`src/rtl/axi_burst_master.sv`:
```
// rtl/axi_burst_master.sv - single-outstanding AXI4 INCR burst master with stream data ports
module axi_burst_master #(
  parameter int DATA_WIDTH = 32,
  parameter int ADDR_WIDTH = 16,
  parameter int STRB_WIDTH = DATA_WIDTH / 8,
  parameter int ID_WIDTH   = 8,
  parameter int AXI_ID     = 0
) (
  input  logic                  clk,
  input  logic                  rst,
  // command
  input  logic                  cmd_valid,
  output logic                  cmd_ready,
  input  logic                  cmd_write,
  input  logic [ADDR_WIDTH-1:0] cmd_addr,
  input  logic [7:0]            cmd_len,
  // write beat stream
  input  logic [DATA_WIDTH-1:0] wr_data,
  input  logic [STRB_WIDTH-1:0] wr_strb,
  input  logic                  wr_valid,
  output logic                  wr_ready,
  // read beat stream
  output logic [DATA_WIDTH-1:0] rd_data,
  output logic                  rd_last,
  output logic                  rd_valid,
  input  logic                  rd_ready,
  // completion
  output logic                  done_valid,
  output logic                  done_write,
  output logic [1:0]            done_resp,
  // AXI4 AW
  output logic [ID_WIDTH-1:0]   m_axi_awid,
  output logic [ADDR_WIDTH-1:0] m_axi_awaddr,
  output logic [7:0]            m_axi_awlen,
  output logic [2:0]            m_axi_awsize,
  output logic [1:0]            m_axi_awburst,
  output logic                  m_axi_awlock,
  output logic [3:0]            m_axi_awcache,
  output logic [2:0]            m_axi_awprot,
  output logic                  m_axi_awvalid,
  input  logic                  m_axi_awready,
  // AXI4 W
  output logic [DATA_WIDTH-1:0] m_axi_wdata,
  output logic [STRB_WIDTH-1:0] m_axi_wstrb,
  output logic                  m_axi_wlast,
  output logic                  m_axi_wvalid,
  input  logic                  m_axi_wready,
  // AXI4 B
  input  logic [ID_WIDTH-1:0]   m_axi_bid,
  input  logic [1:0]            m_axi_bresp,
  input  logic                  m_axi_bvalid,
  output logic                  m_axi_bready,
  // AXI4 AR
  output logic [ID_WIDTH-1:0]   m_axi_arid,
  output logic [ADDR_WIDTH-1:0] m_axi_araddr,
  output logic [7:0]            m_axi_arlen,
  output logic [2:0]            m_axi_arsize,
  output logic [1:0]            m_axi_arburst,
  output logic                  m_axi_arlock,
  output logic [3:0]            m_axi_arcache,
  output logic [2:0]            m_axi_arprot,
  output logic                  m_axi_arvalid,
  input  logic                  m_axi_arready,
  // AXI4 R
  input  logic [ID_WIDTH-1:0]   m_axi_rid,
  input  logic [DATA_WIDTH-1:0] m_axi_rdata,
  input  logic [1:0]            m_axi_rresp,
  input  logic                  m_axi_rlast,
  input  logic                  m_axi_rvalid,
  output logic                  m_axi_rready
);

  localparam int ADDR_LSB = $clog2(STRB_WIDTH);
  localparam logic [ADDR_WIDTH-1:0] ADDR_MASK = {ADDR_WIDTH{1'b1}} << ADDR_LSB;

  typedef enum logic [2:0] {
    S_IDLE, S_ERR, S_AW, S_W, S_B, S_AR, S_R, S_DONE
  } state_t;

  state_t                state_q, state_d;
  logic                  started_q, started_d;
  logic                  write_q, write_d;
  logic [ADDR_WIDTH-1:0] addr_q, addr_d;
  logic [7:0]            len_q, len_d;
  logic [7:0]            beat_cnt_q, beat_cnt_d;
  logic [1:0]            resp_q, resp_d;

  logic [ADDR_WIDTH-1:0] cmd_addr_aligned;
  logic [31:0]           burst_end;
  logic                  crosses_4k;
  logic                  last_beat;

  // IDs are constant per transaction, so returned bid/rid carry no information
  logic unused_ids;
  assign unused_ids = ^{m_axi_bid, m_axi_rid};

  // Constant AXI attributes and straight-through data paths
  assign m_axi_awid    = ID_WIDTH'(AXI_ID);
  assign m_axi_arid    = ID_WIDTH'(AXI_ID);
  assign m_axi_awsize  = 3'(ADDR_LSB);
  assign m_axi_arsize  = 3'(ADDR_LSB);
  assign m_axi_awburst = 2'b01;
  assign m_axi_arburst = 2'b01;
  assign m_axi_awlock  = 1'b0;
  assign m_axi_arlock  = 1'b0;
  assign m_axi_awcache = 4'b0011;
  assign m_axi_arcache = 4'b0011;
  assign m_axi_awprot  = 3'b000;
  assign m_axi_arprot  = 3'b000;
  assign m_axi_awaddr  = addr_q;
  assign m_axi_araddr  = addr_q;
  assign m_axi_awlen   = len_q;
  assign m_axi_arlen   = len_q;
  assign m_axi_wdata   = wr_data;
  assign m_axi_wstrb   = wr_strb;
  assign rd_data       = m_axi_rdata;
  assign done_write    = write_q;

  // Alignment and 4 KB crossing test on the incoming command
  always_comb begin
    cmd_addr_aligned = cmd_addr & ADDR_MASK;
    burst_end = 32'(cmd_addr_aligned[11:0]) + (32'(cmd_len) + 32'd1) * 32'(STRB_WIDTH);
    crosses_4k = (burst_end > 32'd4096);
    last_beat = (beat_cnt_q == len_q);
  end

  // State and command registers; async reset abandons any burst in flight
  always_ff @(posedge clk or posedge rst) begin
    if (rst) begin
      state_q    <= S_IDLE;
      started_q  <= 1'b0;
      write_q    <= 1'b0;
      addr_q     <= '0;
      len_q      <= '0;
      beat_cnt_q <= '0;
      resp_q     <= '0;
    end else begin
      state_q    <= state_d;
      started_q  <= started_d;
      write_q    <= write_d;
      addr_q     <= addr_d;
      len_q      <= len_d;
      beat_cnt_q <= beat_cnt_d;
      resp_q     <= resp_d;
    end
  end

  // Next-state and handshake outputs; started_q holds cmd_ready low until the first edge after reset
  always_comb begin
    state_d       = state_q;
    started_d     = 1'b1;
    write_d       = write_q;
    addr_d        = addr_q;
    len_d         = len_q;
    beat_cnt_d    = beat_cnt_q;
    resp_d        = resp_q;
    cmd_ready     = 1'b0;
    m_axi_awvalid = 1'b0;
    m_axi_wvalid  = 1'b0;
    m_axi_wlast   = 1'b0;
    wr_ready      = 1'b0;
    m_axi_bready  = 1'b0;
    m_axi_arvalid = 1'b0;
    m_axi_rready  = 1'b0;
    rd_valid      = 1'b0;
    rd_last       = 1'b0;
    done_valid    = 1'b0;
    done_resp     = resp_q;

    case (state_q)
      S_IDLE: begin
        cmd_ready = started_q;
        if (cmd_valid && started_q) begin
          write_d    = cmd_write;
          addr_d     = cmd_addr_aligned;
          len_d      = cmd_len;
          beat_cnt_d = '0;
          resp_d     = 2'b00;
          if (crosses_4k)     state_d = S_ERR;
          else if (cmd_write) state_d = S_AW;
          else                state_d = S_AR;
        end
      end
      S_ERR: begin
        done_valid = 1'b1;
        done_resp  = 2'b10;
        state_d    = S_IDLE;
      end
      S_AW: begin
        m_axi_awvalid = 1'b1;
        if (m_axi_awready) state_d = S_W;
      end
      S_W: begin
        m_axi_wvalid = wr_valid;
        wr_ready     = m_axi_wready;
        m_axi_wlast  = last_beat;
        if (wr_valid && m_axi_wready) begin
          beat_cnt_d = beat_cnt_q + 8'd1;
          if (last_beat) state_d = S_B;
        end
      end
      S_B: begin
        m_axi_bready = 1'b1;
        if (m_axi_bvalid) begin
          resp_d  = (m_axi_bresp != 2'b00) ? 2'b10 : 2'b00;
          state_d = S_DONE;
        end
      end
      S_AR: begin
        m_axi_arvalid = 1'b1;
        if (m_axi_arready) state_d = S_R;
      end
      S_R: begin
        rd_valid     = m_axi_rvalid;
        m_axi_rready = rd_ready;
        rd_last      = last_beat;
        if (m_axi_rvalid && rd_ready) begin
          beat_cnt_d = beat_cnt_q + 8'd1;
          // Error is sticky: any bad rresp or rlast out of step with our own count
          if ((m_axi_rresp != 2'b00) || (m_axi_rlast != last_beat)) resp_d = 2'b10;
          if (last_beat) state_d = S_DONE;
        end
      end
      S_DONE: begin
        done_valid = 1'b1;
        state_d    = S_IDLE;
      end
      default: state_d = S_IDLE;
    endcase
  end

endmodule

```
`config.mk`:
```
export PLATFORM = sky130hd
export DESIGN_NAME = axi_burst_master
export DESIGN_NICKNAME = d
export VERILOG_FILES = /design/src/rtl/axi_burst_master.sv
export SDC_FILE = /design/constraint.sdc
export NUM_CORES = 1
export LEC_CHECK = 0
export ABC_AREA = 1
export CAP_MARGIN = 20
export CELL_PAD_IN_SITES_DETAIL_PLACEMENT = 0
export CELL_PAD_IN_SITES_GLOBAL_PLACEMENT = 1
export CORE_ASPECT_RATIO = 0.75
export CORE_MARGIN = 2
export CORE_UTILIZATION = 23
export CTS_CLUSTER_SIZE = 8
export DETAILED_ROUTE_END_ITERATION = 10
export PLACE_DENSITY = 0.95
export SKIP_CTS_REPAIR_TIMING = 1
export SYNTH_ARGS = -nofsm -noshare
export SYNTH_HDL_FRONTEND = slang
export SYNTH_SLANG_ARGS = --single-unit
export TNS_END_PERCENT = 100
```
`constraint.sdc`:
```
create_clock -name clk -period 2.6 [get_ports clk]
set_input_delay 0.52 -clock clk [delete_from_list [all_inputs] [get_ports clk]]
set_output_delay 0.52 -clock clk [all_outputs]
set_load 0.01 [all_outputs]
```
==> out/metrics.cfg, run 1 <==
[outcome]
status=complete, no violations

[timing]
finalMaxSlewViolations=0
worst_pin_slew_ns=0.905
worst_slack_ns=0.121
finalCritPeriodShare=0.953
fmax_mhz=403
fin_skew_ns=0.00508
setup_viol=0
hold_viol=0
finalCriticalPeriod_ns=2.48
slew_headroom=0.396
timing.hold.ws_ns=0.494

[critical_path]
reg2reg_to=m_axi_arlen[2]$_DFFE_PP0P_
worstPathRequired_ns=2.08
timing.rr.start=state_q[2]$_DFFE_PP0P_
crit_fanout=5
arrival_ns=1.96
reg2reg_setup_slack_ns=0.71
path_class=reg -> out
cp-start-kind=flop
rr_worst_depth=5
crit_end=rd_last
startpoint=beat_cnt_q[0]$_DFFE_PP0P_
cp-end-kind=output pin

[floorplan]
die_area_sq_um=17000
rows=40
dieHeight_um=114
top_level_ports=296
die_w_um=150
core_area_sq_um=15800
start_util=0.233

[global_route]
grt_pass1_vias=2716
grt.overflow.total=0
grt_max_degree=37
antenna_found_initial=1
grtUsageTotal=0.107
grt_pass1_wl_mm=14.1

[layout]
drive_above_1_share=0.149
layout_commonest_cell=nand2_1
syn_to_final_growth_pct=20.7
nNetsFinal=682
final_cell_mix=nand2_1, clkdlybuf4s50_1, inv_1, conb_1
final_util=0.281

[detailed_routing]
drt_first_pass_iters=4
wl_per_cell_um=12.2
drt_iter0_drc=151
drc=0
ant_nets=0
vias=2926
totalWireLength_mm=9.22
viasPerCell=3.87

[clock_network]
cts_max_level=2
cts_sinks=36
clk_latency_ns=0.28
cts_tree=done
cts_buffer_depth=2
root_buffer=clkbuf_16
cts_buffers=5
clk_pin_slew_ns=0.06

[pwr]
leakage_nw=2.28
sw_frac_of_total=0.416
seqPwrFrac=0.280
p_int_mw=2.28
clockPowerShare=0.158
ir_drop_mv=0.362
power_switching_mw=1.62
p_comb_frac=0.562
p_per_area_nw_per_um2=879

[place]
globalplace.congestion=0.839
io_buffer_count=94
pre_cts_slack_ns=-0.675
dpl.hpwl_mm=7.47

[synth]
synth.top_cell.area_share=0.279
ys_top_cells_by_area=buf_4, dfrtp_1, nand2_1, inv_1, ha_1
synth_xor_xnor_area_share=0.0404
yosys.cell_types.count=37
synth_compound_area_frac=0.0547
synth_top_family_by_area=buffers and inverters
synth-simple-area-share=0.250
synth_adder_area_share=0.0496
synth.largest_area_cell=buf_4
seq_area_frac_synth=0.245
synth_mux_area_frac=0
syn_avg_cell_area_sq_um=7.11
syn_inst=518
ys_warn_count=0
synth-seq-cells=36
synth.cell_area_sq_um=3680

[min_path]
holdCritPathClass=reg -> reg

[flow_run]
max-cap-violations=0

[worst min path at each step]
stage / startpoint / endpoint / slack (ns) / cells after the start
5_1_grt: resp_q[1]$_DFFE_PP0P_ / resp_q[1]$_DFFE_PP0P_ / 0.52 / 2
6_report: m_axi_araddr[6]$_DFFE_PP0P_ / m_axi_araddr[6]$_DFFE_PP0P_ / 0.49 / 2
3_3_place_gp: m_axi_araddr[6]$_DFFE_PP0P_ / m_axi_araddr[6]$_DFFE_PP0P_ / 0.48 / 2
4_1_cts: m_axi_araddr[6]$_DFFE_PP0P_ / m_axi_araddr[6]$_DFFE_PP0P_ / 0.50 / 2
2_1_floorplan: resp_q[1]$_DFFE_PP0P_ / resp_q[1]$_DFFE_PP0P_ / 0.45 / 2
3_5_place_dp: resp_q[1]$_DFFE_PP0P_ / resp_q[1]$_DFFE_PP0P_ / 0.48 / 2
[through the flow]
| stage | cell area [sq um] | setup TNS [ns] | power [mW] | std cells |
|---|---|---|---|---|
| 2_1_floorplan | 3850 | 0 | 2.55 | 564 |
| 3_3_place_gp | 4120 | -1.73 | 3.23 | 743 |
| 3_5_place_dp | 4120 | -1.91 | 3.26 | 743 |
| 4_1_cts | 4270 | -1.07 | 3.90 | 751 |
| 5_1_grt | 4440 | -0.0678 | 4.22 | 755 |
| 6_report | 4450 | 0 | 3.91 | 756 |
[power groups by stage]
stage          sequential, mW  clock (mW)  combinational (mW)
4_1_cts                  1.10       0.637                2.17
3_5_place_dp             1.10           0                2.16
3_3_place_gp             1.10           0                2.13
6_report                 1.09       0.617                2.20
5_1_grt                  1.14       0.666                2.42
2_1_floorplan            1.04           0                1.51
[registers in the layout, indices dropped and copies added (netlist names)]
signal        count
started_q         1
state_q           3
resp_q            1
beat_cnt_q        8
m_axi_arlen       8
done_write        1
m_axi_araddr     14
[cells by family (layout without fill, tap and decap cells)]
group,Yosys count,after routing
and+or+nand+nor,207,207
buffers and inverters,206,187
AOI/OAI and AO/OA,36,36
DFF,36,36
xor gates and xnor gates,17,17
adders and majority gates,14,14
other,2,49
[layer usage]
| layer | global-route usage | part of all wire | up-vias | wire (um) |
|---|---|---|---|---|
| met4 | 0.0252 | 0.012 | 0 | 107 |
| met3 | 0.0520 | 0.11 | 9 | 1000 |
| met5 | 0 | 0 | - | 0 |
| met1 | 0.148 | 0.47 | 1315 | 4330 |
| met2 | 0.148 | 0.41 | 142 | 3780 |
| li1 | - | - | 1460 | - |
[cell type report]
cell class | count | area (sq um)
well taps | 210 | 263
inverters | 62 | 241
fillers | 1751 | 11400
diodes | 1 | 2.50
multi-input cells | 322 | 1760
clock buffers | 7 | 143
repair buffers | 117 | 1130
clock inverters | 1 | 7.51
flip-flops and latches | 36 | 906
[synth_stat cells]
| cell type | count |
|---|---|
| conb_1 | 2 |
| inv_4 | 1 |
| a21oi_2 | 2 |
| o21ai_2 | 2 |
| buf_6 | 3 |
| a21oi_1 | 11 |
| nor3_2 | 1 |
| o21ai_0 | 17 |
| nand4_4 | 1 |
| clkbuf_1 | 3 |
| xnor2_1 | 1 |
| inv_2 | 2 |
| o21ai_1 | 2 |
| clkinv_2 | 1 |
| inv_6 | 1 |
| nand3_4 | 1 |
| ha_1 | 13 |
| nor2_4 | 3 |
| nor2_1 | 34 |
| nand3_2 | 1 |
| nand2_1 | 125 |
| dfrtp_1 | 36 |
| buf_1 | 1 |
| buf_4 | 137 |
| or2_2 | 1 |
| nand2_4 | 2 |
| o31ai_1 | 1 |
| inv_1 | 57 |
| nand2_2 | 2 |
| nor3_1 | 5 |
| nand4_1 | 6 |
| nor2_2 | 2 |
| nand3_1 | 22 |
| fa_1 | 1 |
| o311ai_0 | 1 |
| and3_1 | 1 |
| xor2_1 | 16 |
[worst max-delay path: stages (launching register included)]
cell,delay [ns]
dfrtp_1,0.44
xor2_1,0.17
nor2_1,0.11
nand4_1,0.25
nor2_1,0.16
clkdlybuf4s50_1,0.55
No activity file was read; power rests on OpenSTA's default activity.
==> run 2: changes to the inputs <==
CAP_MARGIN = not set   (was 20)
==> results of run 2 <==
Final layout, timing and power as in run 1 (identical DEF).
